## src/rtl/siso_ctrl_pkg.sv

```systemverilog
// Shared types and constants for the serial-in/serial-out line sequencer.
package siso_ctrl_pkg;

  parameter int unsigned DefWidth = 6;
  parameter int unsigned DefDepth = 6;

  typedef enum logic [1:0] {
    StFlush,
    StIdle,
    StRun,
    StDone
  } state_e;

  // Counter must reach WIDTH+DEPTH, the edge on which the last bit is captured.
  function automatic int unsigned cnt_width(int unsigned width, int unsigned depth);
    return $clog2(width + depth + 1);
  endfunction

endpackage

```

## src/rtl/siso_line_ctrl_if.sv

```systemverilog
// Parallel word handshakes between requester/consumer and the line sequencer.
interface siso_line_ctrl_if #(
  parameter int unsigned WIDTH = siso_ctrl_pkg::DefWidth
);
  logic             in_valid;
  logic             in_ready;
  logic [WIDTH-1:0] in_data;
  logic             out_valid;
  logic             out_ready;
  logic [WIDTH-1:0] out_data;

  modport master (
    output in_valid, in_data, out_ready,
    input  in_ready, out_valid, out_data
  );

  modport slave (
    input  in_valid, in_data, out_ready,
    output in_ready, out_valid, out_data
  );
endinterface

```

## src/rtl/siso_line_ctrl.sv

```systemverilog
// Sends one word LSB-first through an external DEPTH-stage serial line and
// reassembles the returning bits into a word; flushes the line after reset.
module siso_line_ctrl
  import siso_ctrl_pkg::*;
#(
  parameter int unsigned WIDTH = DefWidth,
  parameter int unsigned DEPTH = DefDepth
) (
  input  logic             clk,
  input  logic             reset,
  siso_line_ctrl_if.slave  bus,
  output logic             sr_d,
  input  logic             sr_q,
  output logic             busy
);

  localparam int unsigned CntW = cnt_width(WIDTH, DEPTH);

  state_e            state_q, state_d;
  logic [CntW-1:0]   cnt_q, cnt_d;
  logic [WIDTH-1:0]  tx_q, tx_d;
  logic [WIDTH-1:0]  rx_q, rx_d;
  logic [WIDTH-1:0]  rx_shift;
  logic              sr_d_q, sr_d_d;
  logic              out_valid_q, out_valid_d;
  logic [WIDTH-1:0]  out_data_q, out_data_d;

  // Returning bits enter at the MSB so the first bit sent ends up at bit 0.
  always_comb begin
    rx_shift            = rx_q >> 1;
    rx_shift[WIDTH-1]   = sr_q;
  end

  always_comb begin
    state_d     = state_q;
    cnt_d       = cnt_q;
    tx_d        = tx_q;
    rx_d        = rx_q;
    sr_d_d      = 1'b0;
    out_valid_d = out_valid_q;
    out_data_d  = out_data_q;

    unique case (state_q)
      StFlush: begin
        if (cnt_q == CntW'(DEPTH - 1)) begin
          state_d = StIdle;
          cnt_d   = '0;
        end else begin
          cnt_d = cnt_q + 1'b1;
        end
      end
      StIdle: begin
        if (bus.in_valid) begin
          // tx holds the bits still to be driven; it drains to zero.
          tx_d    = bus.in_data >> 1;
          sr_d_d  = bus.in_data[0];
          cnt_d   = CntW'(1);
          state_d = StRun;
        end
      end
      StRun: begin
        sr_d_d = tx_q[0];
        tx_d   = tx_q >> 1;
        rx_d   = rx_shift;
        cnt_d  = cnt_q + 1'b1;
        if (cnt_q == CntW'(WIDTH + DEPTH)) begin
          out_data_d  = rx_shift;
          out_valid_d = 1'b1;
          cnt_d       = '0;
          state_d     = StDone;
        end
      end
      StDone: begin
        if (bus.out_ready) begin
          out_valid_d = 1'b0;
          state_d     = StIdle;
        end
      end
    endcase
  end

  always_ff @(posedge clk) begin
    if (!reset) begin
      state_q     <= StFlush;
      cnt_q       <= '0;
      tx_q        <= '0;
      rx_q        <= '0;
      sr_d_q      <= 1'b0;
      out_valid_q <= 1'b0;
      out_data_q  <= '0;
    end else begin
      state_q     <= state_d;
      cnt_q       <= cnt_d;
      tx_q        <= tx_d;
      rx_q        <= rx_d;
      sr_d_q      <= sr_d_d;
      out_valid_q <= out_valid_d;
      out_data_q  <= out_data_d;
    end
  end

  assign bus.in_ready  = (state_q == StIdle);
  assign bus.out_valid = out_valid_q;
  assign bus.out_data  = out_data_q;
  assign sr_d          = sr_d_q;
  assign busy          = (state_q != StIdle);

endmodule

```

## src/flat_wrapper.sv

```systemverilog
// flat-port wrapper written by rule: the top's interface ports become plain ports
module siso_line_ctrl_flat import siso_ctrl_pkg::*;
#(
  parameter int unsigned WIDTH = DefWidth,
  parameter int unsigned DEPTH = DefDepth
)
  (clk, reset, sr_d, sr_q, busy, bus_in_valid, bus_in_data, bus_out_ready, bus_in_ready, bus_out_valid, bus_out_data);
  siso_line_ctrl_if #(.WIDTH(WIDTH)) bus_i ();
  input  logic clk;
  input  logic reset;
  output logic sr_d;
  input  logic sr_q;
  output logic busy;
  input wire logic [$bits(bus_i.in_valid)-1:0] bus_in_valid;
  input wire logic [$bits(bus_i.in_data)-1:0] bus_in_data;
  input wire logic [$bits(bus_i.out_ready)-1:0] bus_out_ready;
  output wire logic [$bits(bus_i.in_ready)-1:0] bus_in_ready;
  output wire logic [$bits(bus_i.out_valid)-1:0] bus_out_valid;
  output wire logic [$bits(bus_i.out_data)-1:0] bus_out_data;
  assign bus_i.in_valid = bus_in_valid;
  assign bus_i.in_data = bus_in_data;
  assign bus_i.out_ready = bus_out_ready;
  assign bus_in_ready = bus_i.in_ready;
  assign bus_out_valid = bus_i.out_valid;
  assign bus_out_data = bus_i.out_data;
  siso_line_ctrl #(.WIDTH(WIDTH), .DEPTH(DEPTH)) u_core (.clk(clk), .reset(reset), .bus(bus_i), .sr_d(sr_d), .sr_q(sr_q), .busy(busy));
endmodule
```

## config.mk

```make
export PLATFORM = sky130hd
export DESIGN_NAME = siso_line_ctrl_flat
export DESIGN_NICKNAME = d
export VERILOG_FILES = /design/src/rtl/siso_ctrl_pkg.sv /design/src/rtl/siso_line_ctrl_if.sv /design/src/rtl/siso_line_ctrl.sv /design/src/flat_wrapper.sv
export SDC_FILE = /design/constraint.sdc
export NUM_CORES = 1
export LEC_CHECK = 0
export ABC_AREA = 1
export ABC_CLOCK_PERIOD_IN_PS = 2000
export CAP_MARGIN = 0
export CORE_ASPECT_RATIO = 1.2
export CORE_MARGIN = 2
export CORE_UTILIZATION = 30
export CTS_BUF_LIST = sky130_fd_sc_hd__clkbuf_8
export CTS_CLUSTER_SIZE = 20
export DETAILED_ROUTE_END_ITERATION = 8
export PLACE_DENSITY = 0.51
export SLEW_MARGIN = 0
export SYNTH_ARGS = -nofsm -noshare
export SYNTH_HDL_FRONTEND = slang
export SYNTH_SLANG_ARGS = --single-unit
```

## constraint.sdc

```tcl
create_clock -name clk -period 2 [get_ports clk]
set_input_delay 0.2 -clock clk [delete_from_list [all_inputs] [get_ports clk]]
set_output_delay 0.2 -clock clk [all_outputs]
set_load 0.03 [all_outputs]
```

==> summary.md, run 1 <==
| Metric | Value |
|---|---|
| Port Buffers | 20 |
| Maximum buffer depth of the clock tree | 2 |
| Switching pwr | 662.8 µW |
| WL/cell | between 10 and 15 µm |
| Num CTS Buffers | 3 |
| Startpoint types | register |
| Slowest-stage cell, CP | clkdlybuf4s50_1 |
| Comb power frac | approximately 41% |
| Worst VDD drop | roughly 500 µV |
| Slowest cell delay on critical path | 710 ps |
| Yosys warning count | 0 |
| RSZ-0062 raised after global routing | no |
| Area of the multi-input gates | about 600 µm² |
| Tot GR Track Use | 13.20% |
| Slew @ Worst Pin | 392.4 ps |
| Synth Register Bits | 24 |
| Syn Nets | 175 |
| P per Cell Area | 1113 mW/mm² |
| WP data required | 1800 ps |
| Std cell rows | 25 |
| Htree depth | 1 |
| Final setup viols | 0 |
| Hold WC Path Type | register to register |
| Mapped Area | 0.001186 mm² |
| Vias in the first global route | 1095 |
| Final period util | 94.38% |
| IO Pins | 21 |
| Number of distinct library cells after synthesis | 22 |
| Synth cell count leaders | dfxtp_1, nor2_1, nand2_1 |
| DRC | 0 |
| Placer Congestion | 0.8047 |
| Cell Int Power | 1019 µW |
| Hpwl dp | 2006 µm |
| Max cap viols | 0 |
| Sequential share of power | roughly two fifths |
| Worst-path clk slew | 80 ps |
| Final #Nets | approximately 200 |
| Register area share after synthesis | 40.51% |
| Root buf cell | clkbuf_8 |
| FF/Latch Area | roughly 480 µm² |
| Switching Fraction | roughly 40% |
| Final Max Tran Viols | 0 |
| Starting density of the core | 30.58% |
| Via Count | 1068 |
| Initial DRC Count | 45 |
| Clock sinks | 24 |
| Dominant register cell in the synthesized netlist | dfxtp_1 |
| Critical Path AT | 1690 ps |
| Final Skew | 2.237 ps |
| Avg Cell Area, Syn | 7.653 µm² |
| Leakage dissipation | 0.0006104 µW |
| Number of routed nets with antenna violations | 0 |
| Post-synth EDFFs | 0 |
| Later-pin clock latency in the skew report | 260 ps |
| Highest Clock Rate | 529.8 MHz |
| Status | completed |
| Period minus WS final | between 1500 and 2000 ps |
| Total gr overflow | 0 |
| WL final | roughly 2600 µm |
| Synth area leaders | dfxtp_1, ha_1, nor2_1 |
| Element type at the critical path end | primary output |
| Post-CTS Hold Buffers | 0 |
| Total power | 1682 µW |
| Drt via density | 4.603 |
| First-pass GRT wire length | around 4500 µm |
| Pin count of the biggest net entering global routing | 16 |
| DRT Pass-1 Iters | 4 |
| Worst Path Max Fanout | 4 |
| Count leader, synth | dfxtp_1 |
| Core ar. | 0.003879 mm² |
| Share of the synthesized area in the top cell type | about 40% |
| Final-report hold violation count | 0 |
| CP Cell Sequence | inv_1, ha_1, clkdlybuf4s50_1 |
| Share of flip-flops with an asynchronous set or reset | 0% |
| DIE WIDTH | a little over 60 µm |
| WS Path Type | register to primary output |
| Post-synth top area cell | dfxtp_1 |
| Number of diodes | 0 |
| Clock network power share | 19.0% |
| Die Y | roughly 73 µm |
| Setup TNS | 0 ps |
| Die area | between 0.004 and 0.005 mm² |
| Post-Syn Instances | ~160 |
| Fillcell total | 427 |
| Slew headroom | 73.76% |
| Initial antenna violation count | 0 |
| CTS tree | yes |
| Layout cells sized above 1 | 11.24% |
| Area Growth Syn to Fin | 27.43% |
layer usage:
metal | routed length [µm] | vias up | track usage [%]
met5 | 0 | - | 0
met4 | 0 | 0 | 5.437
met3 | 88 | 0 | 1.950
met2 | 1293 | 18 | 22.70
met1 | 1190 | 496 | 16.07
li1 | - | 554 | -
placed cells by master, fill, tap and decap left out, types with 5 or more instances in the layout:
master / instances
a21oi_1: 12
a31oi_1: 5
clkdlybuf4s50_1: 19
dfxtp_1: 24
ha_1: 9
inv_1: 18
nand2_1: 20
nand3_1: 9
nor2_1: 21
o21ai_0: 13
stage by stage:
step	hold WS, ps	std cells	instance area (µm²)	util, %	worst slack [ps]
floorplan	347.7	155	1186	-	526.9
global placement	471.8	228	1454	37.48	392.5
detailed placement	477.7	228	1454	37.48	356.7
CTS	494.3	232	1509	38.90	58.91
global route	519.7	232	1511	38.97	14.20
finish	489.4	232	1511	38.97	112.3
worst paths after layout:
| path | startpoint | end | slack, ps | depth (start not counted) |
|---|---|---|---|---|
| max | u_core.state_q[1]$_SDFFE_PN0P_ | bus_in_ready | 110 | 3 |
| min | u_core.bus.out_data[5]$_SDFFE_PN0P_ | u_core.bus.out_data[5]$_SDFFE_PN0P_ | 490 | 2 |
| max reg2reg | u_core.state_q[1]$_SDFFE_PN0P_ | u_core.tx_q[0]$_SDFFE_PN0P_ | 420 | 6 |
| min reg2reg | u_core.bus.out_data[5]$_SDFFE_PN0P_ | u_core.bus.out_data[5]$_SDFFE_PN0P_ | 490 | 2 |
kinds of logic after synthesis:
group           count (synthesis)  synth area share (%)
simple gates                   57                 21.10
fa+ha+maj                       9                 9.494
buf+inv                        25                 8.860
flops                          24                 40.51
compound gates                 40                 20.04
flip-flops by register name (all words and copies together) (netlist names):
| name | cells |
|---|---|
| u_core.sr_d | 1 |
| u_core.state_q | 2 |
| u_core.tx_q | 5 |
| u_core.bus.out_data | 6 |
| u_core.cnt_q | 4 |
| u_core.rx_q | 5 |
| u_core.bus.out_valid | 1 |
timing repair:
| item | 4_1_cts | 5_1_grt |
|---|---|---|
| hold endpoints to repair | 0 | 0 |
| setup endpoints to repair | 0 | 1 |
| setup buffers | 0 | 0 |
| gates resized for setup | 0 | 1 |
power groups by stage:
stage / sequential [µW] / combinational [µW] / clock [µW]
2_1_floorplan: 655 / 514 / 0
3_3_place_gp: 669 / 680 / 0
5_1_grt: 678 / 798 / 354
6_report: 665 / 697 / 320
3_5_place_dp: 674 / 705 / 0
4_1_cts: 663 / 707 / 334
cell type report:
type                       count  area share, %
timing repair buffer          24          15.40
sequential                    24          31.79
tap                           54          4.470
inverter                      20          4.967
clock buffer                   4          3.642
multi-input combinational    106          39.74
critical path: cells and delay by family (launching register included):
| family | cells | cell delay [ps] |
|---|---|---|
| buffers and inverters | 2 | 820 |
| flip-flops | 1 | 350 |
| adder cells (fa/ha/maj) | 1 | 270 |
Power figures use the tool's default switching activity.
==> inputs of run 2 (changes only) <==
Settings changed: SETUP_SLACK_MARGIN set to 0.3.
==> summary.md, run 2 (same netlist as run 1, synthesis figures left out) <==
| Metric | Value |
|---|---|
| DRT Pass-1 Iters | 4 (unchanged) |
| Post-CTS Hold Buffers | 0 (unchanged) |
| Final-report hold violation count | 0 (unchanged) |
| IO Pins | 21 (unchanged) |
| Clock network power share | 19.2% (+0.2 points) |
| Maximum buffer depth of the clock tree | 2 (unchanged) |
| Drt via density | 4.638 (+0.75%) |
| Layout cells sized above 1 | 11.24% (unchanged) |
| Via Count | 1076 (+0.75%) |
| Placed inst area | 0.001454 mm² (unchanged) |
| CP Cell Sequence | inv_1, ha_1, inv_1, clkdlybuf4s15_1 |
| Placer Congestion | 0.8047 (unchanged) |
| Switching Fraction | 40.00% (+0.60 points) |
| Core ar. | 0.003879 mm² (unchanged) |
| Num CTS Buffers | 3 (unchanged) |
| WL/cell | 11.19 µm (+0.93%) |
| RSZ-0062 raised after global routing | yes |
| Cell Int Power | 1016 µW (-0.27%) |
| Worst Path Max Fanout | 4 (unchanged) |
| Critical Path AT | 1430 ps (-260 ps) |
| Status | completed |
| Port Buffers | 20 (unchanged) |
| Die area | 0.004475 mm² (unchanged) |
| Final Max Tran Viols | 0 (unchanged) |
| Element type at the critical path end | primary output |
| Startpoint types | register |
| Most frequent cells in the layout | dfxtp_1, nor2_1, nand2_1, inv_1, clkdlybuf4s50_1 |
| Crit-path leading delay family | buffers and inverters |
| Initial DRC Count | 30 (-33%) |
| Sequential share of power | 39.3% (-0.2 points) |
| Period minus WS final | 1631 ps (-256.9 ps) |
| Final Skew | 1.530 ps (-0.7069 ps) |
| Std cell rows | 25 (unchanged) |
| Final period util | 81.54% (-13 points) |
| Max reg flops | 6 (unchanged) |
| Hold WC Path Type | register to register |
| Post-Layout Inst Area | 0.001520 mm² (+0.58%) |
| Worst VDD drop | 474.5 µV (-4.7%) |
| Most frequent CP cell | inv_1 |
| First-pass GRT wire length | 4547 µm (unchanged) |
| Commonest non-fill, non-tap cell in the layout | dfxtp_1 |
| Comb power frac | 41.5% (about the same) |
| Post-CTS Setup Bufs | 0 (unchanged) |
| Pin count of the biggest net entering global routing | 16 (unchanged) |
| Die Y | 72.88 µm (unchanged) |
| Later-pin clock latency in the skew report | 260 ps (about the same) |
| Clock sinks | 24 (unchanged) |
| Switching pwr | 677.7 µW (+2.2%) |
| Worst-path clk slew | 80 ps (about the same) |
| Final setup viols | 0 (unchanged) |
| Leakage dissipation | 0.0006134 µW (+0.49%) |
| Slowest cell delay on critical path | 390 ps (-320 ps) |
| Slew @ Worst Pin | 393.2 ps (+0.7106 ps) |
| Hpwl dp | 2006 µm (unchanged) |
| Final #Nets | 199 (unchanged) |
| Worst Path Buf+Inv | 3 (+1) |
| Slowest-stage cell, CP | dfxtp_1 |
| WP data required | 1800 ps (about the same) |
| Tot GR Track Use | 13.20% (unchanged) |
| Htree depth | 1 (unchanged) |
| WS Path Type | register to primary output |
| Slew headroom | 73.71% (about the same) |
| Number of diodes | 0 (unchanged) |
| Number of routed nets with antenna violations | 0 (unchanged) |
| Area Growth Syn to Fin | 28.16% |
| Highest Clock Rate | 613.2 MHz (+16%) |
| Root buf cell | clkbuf_8 |
| Initial antenna violation count | 0 (unchanged) |
| WL final | 2595 µm (+0.93%) |
| CTS tree | yes |
| Total gr overflow | 0 (unchanged) |
| Max cap viols | 0 (unchanged) |
| P per Cell Area | 1114 mW/mm² (+0.14%) |
| DIE WIDTH | 61.40 µm (unchanged) |
| Starting density of the core | 30.58% (unchanged) |
| DRC | 0 (unchanged) |
| Setup TNS | 0 ps (unchanged) |
| Vias in the first global route | 1095 (unchanged) |
## run 2: cell type report
cell class              instances  area (µm²)
well taps                      54       67.56
fillers                       425        2359
inverters                      20       75.07
clock buffers                   4       55.05
multi-input cells             106       613.1
flip-flops and latches         24       480.5
repair buffers                 24       229.0
## run 2: power groups by stage
stage          Sequential [µW]  Clock, µW  Combinational, µW
2_1_floorplan              655          0                514
3_3_place_gp               669          0                680
3_5_place_dp               674          0                705
6_report                   666        325                704
4_1_cts                    663        334                696
5_1_grt                    678        354                805
## run 2: repair_timing
action	4_1_cts	5_1_grt
resized for setup	2	4
endpoints found under the hold margin	0	0
endpoints found under the setup margin	2	8
## run 2: worst min-delay path, stage by stage (launching register included)
cell and delay, ps:
dfxtp_1 330, nor2_1 50, nor2_1 80
## run 2: worst paths after layout
check	startpoint	endpoint	slack, ps	depth (start not counted)
worst max-delay path	u_core.state_q[1]$_SDFFE_PN0P_	busy	370	4
worst min register to register	u_core.bus.out_data[5]$_SDFFE_PN0P_	u_core.bus.out_data[5]$_SDFFE_PN0P_	490	2
worst max register to register	u_core.state_q[0]$_SDFFE_PN0P_	u_core.bus.out_data[0]$_SDFFE_PN0P_	450	7
worst min-delay path	u_core.bus.out_data[5]$_SDFFE_PN0P_	u_core.bus.out_data[5]$_SDFFE_PN0P_	490	2
## run 2: stage by stage
step                utilization, %  cells  total power (µW)  setup WS [ps]  hold slack [ps]
finish                       39.19    232              1694          369.2            489.2
global route                 39.19    232              1837          248.5            519.7
CTS                          38.84    232              1692          335.8            494.3
detailed placement           37.48    228              1379          356.7            477.7
global placement             37.48    228              1350          392.5            471.8
floorplan                        -    155              1169          526.9            347.7
## run 2: metal layers
layer | global-route usage [%] | routed length (µm) | vias to the layer above
met5 | 0 | 0 | -
met4 | 5.437 | 23 | 0
met3 | 1.950 | 71 | 3
met2 | 22.70 | 1278 | 17
met1 | 16.07 | 1221 | 500
li1 | - | - | 556
==> inputs of run 3 (changes only) <==
Settings changed: ABC_CLOCK_PERIOD_IN_PS 2000 to 1600.
Clock period 2 ns to 1.6 ns, I/O delays scaled along.
==> summary.md, run 3 (same netlist as run 1, synthesis figures left out) <==
| Metric | Value |
|---|---|
| Number of diodes | 0 (unchanged) |
| Slowest-stage cell, CP | dfxtp_4 |
| Placed inst area | 0.001514 mm² (+4.1%) |
| Port Buffers | 20 (unchanged) |
| Post-layout util | 45.32% (+6.1 points) |
| Worst Path Max Fanout | 5 (+1) |
| Pin count of the biggest net entering global routing | 14 (-2) |
| Startpoint types | register |
| Initial antenna violation count | 0 (unchanged) |
| Slowest cell delay on critical path | 380 ps (about the same) |
| Starting density of the core | 30.58% (unchanged) |
| CP Launch Point | u_core.state_q[0]$_SDFFE_PN0P_ |
| Slew headroom | 79.98% (+6.3 points) |
| Fillcell total | 410 (-3.5%) |
| DRC | 0 (unchanged) |
| Area Growth Syn to Fin | 48.21% |
| RR Endpoint | u_core.bus.out_valid$_SDFFE_PN0P_ |
| WL final | 2707 µm (+4.3%) |
| Critical Path AT | 1460 ps (+30 ps) |
| Final Skew | 1.479 ps (-0.05046 ps) |
| Setup TNS | 0 ps (unchanged) |
| DIE WIDTH | 61.40 µm (unchanged) |
| Die area | 0.004475 mm² (unchanged) |
| Commonest non-fill, non-tap cell in the layout | dfxtp_1 |
| Max cap viols | 0 (unchanged) |
| Post-Layout Inst Area | 0.001758 mm² (+16%) |
| Die Y | 72.88 µm (unchanged) |
| Leakage dissipation | 0.0007205 µW (+17%) |
| Final-report hold violation count | 0 (unchanged) |
| Worst VDD drop | 813.3 µV (+71%) |
| Hpwl dp | 2079 µm (+3.6%) |
| Status | completed |
| Final #Nets | 210 (+5.5%) |
| Slew @ Worst Pin | 301.5 ps (-91.65 ps) |
| Reg2Reg Setup Slack | 300 ps (-150 ps) |
| Clock sinks | 24 (unchanged) |
| WP data required | 1760 ps (-40 ps) |
| Number of routed nets with antenna violations | 0 (unchanged) |
| Total gr overflow | 0 (unchanged) |
| RSZ-0062 raised after global routing | yes |
| Worst-path clk slew | 80 ps (about the same) |
| CTS tree | yes |
| Highest Clock Rate | roughly 770 MHz |
| Post-CTS Hold Buffers | 0 (unchanged) |
| Element type at the critical path end | register |
| Final setup viols | 0 (unchanged) |
| Maximum buffer depth of the clock tree | 2 (unchanged) |
| Drt via density | 4.653 (+0.32%) |
| Initial DRC Count | 22 (-27%) |
| Area of the multi-input gates | 767.0 µm² (+25%) |
| Max reg flops | 6 (unchanged) |
| Period minus WS final | 1296 ps |
| Worst r2r src | u_core.state_q[0]$_SDFFE_PN0P_ |
| Final Max Tran Viols | 0 (unchanged) |
| Later-pin clock latency in the skew report | 270 ps (about the same) |
| Hold WS | 460.7 ps (-28.54 ps) |
| P per Cell Area | 1448 mW/mm² (+30%) |
| WS Path Type | register to register |
| Core ar. | 0.003879 mm² (unchanged) |
| Setup crit end | u_core.bus.out_valid$_SDFFE_PN0P_ |
| Root buf cell | clkbuf_8 |
| DRT Pass-1 Iters | 4 (unchanged) |
| Htree depth | 1 (unchanged) |
| FF/Latch Area | 493.0 µm² (+2.6%) |
| Layout cells sized above 1 | 32.45% (+21 points) |
| Final period util | 80.98% |
| Tot GR Track Use | 13.90% (+0.70 points) |
| Placer Congestion | 0.7777 (-3.4%) |
| CP Cell Sequence | ha_1, inv_2, nor2_2, inv_1, nand2_1, o21ai_0, nor2_1 |
| WL/cell | 11.19 µm (about the same) |
| Most frequent cells in the layout | dfxtp_1, nand2_1, nor2_1, buf_4 |
| Via Count | 1126 (+4.6%) |
| R2R cell count | 7 (unchanged) |
| Num CTS Buffers | 3 (unchanged) |
| Vias in the first global route | 1071 (-2.2%) |
| Hold WC Path Type | input pin to register |
| First-pass GRT wire length | 4712 µm (+3.6%) |
| Std cell rows | 25 (unchanged) |
| IO Pins | 21 (unchanged) |
[run 3: per-layer routing]
layer  vias to the layer above  track usage, %  routed length (µm)
met5                         -               0                   0
met4                         0           6.383                  56
met3                         5           1.596                  89
met2                        18           23.17                1335
met1                       528           17.58                1225
li1                        575               -                   -
[run 3: cell type report]
| class | count | area share, % |
|---|---|---|
| tap | 54 | 3.843 |
| sequential | 24 | 28.04 |
| clock buffer | 3 | 2.349 |
| inverter | 20 | 4.697 |
| multi-input combinational | 107 | 43.63 |
| timing repair buffer | 34 | 17.44 |
[run 3: how the worst min path moves through the flow]
| stage | start | endpoint | depth (start not counted) |
|---|---|---|---|
| floorplan | bus_in_data[5] | u_core.tx_q[4]$_SDFFE_PN0P_ | 2 |
| global placement | u_core.tx_q[3]$_SDFFE_PN0P_ | u_core.tx_q[2]$_SDFFE_PN0P_ | 2 |
| detailed placement | u_core.tx_q[0]$_SDFFE_PN0P_ | u_core.sr_d$_SDFF_PN0_ | 2 |
| CTS | bus_in_data[4] | u_core.tx_q[3]$_SDFFE_PN0P_ | 3 |
| global route | bus_in_data[4] | u_core.tx_q[3]$_SDFFE_PN0P_ | 3 |
| finish | bus_in_data[4] | u_core.tx_q[3]$_SDFFE_PN0P_ | 3 |
[run 3: metrics by stage]
| step | setup WS, ps | power [µW] | std cells |
|---|---|---|---|
| 3_5_place_dp | 54.20 | 1804 | 232 |
| 2_1_floorplan | 322.8 | 1522 | 155 |
| 6_report | 304.3 | 2545 | 242 |
| 5_1_grt | 221.3 | 2746 | 242 |
| 3_3_place_gp | 87.45 | 1789 | 232 |
| 4_1_cts | 269.7 | 2350 | 240 |
[run 3: timing repair]
| item | 4_1_cts | 5_1_grt |
|---|---|---|
| endpoints found under the setup margin | 28 | 22 |
| pin swaps | 3 | 9 |
| hold endpoints to repair | 0 | 0 |
| gates cloned | 1 | 0 |
| setup buffers | 4 | 2 |
| gates resized for setup | 40 | 34 |
[run 3: worst max-delay path, delay by kind of cell, from the launching register on]
family / cells / cell delay [ps]
DFF: 1 / 380
adders and majority gates: 1 / 210
buffers and inverters: 2 / 190
AOI/OAI and AO/OA: 1 / 210
and+or+nand+nor: 3 / 200
[run 3: power breakdown]
group          total, µW  switching (µW)  internal (µW)  leakage, µW
clock network        358             189            169    0.0000216
logic               1320             728            589     0.000501
registers            870             118            752     0.000198
total               2550            1030           1510     0.000720
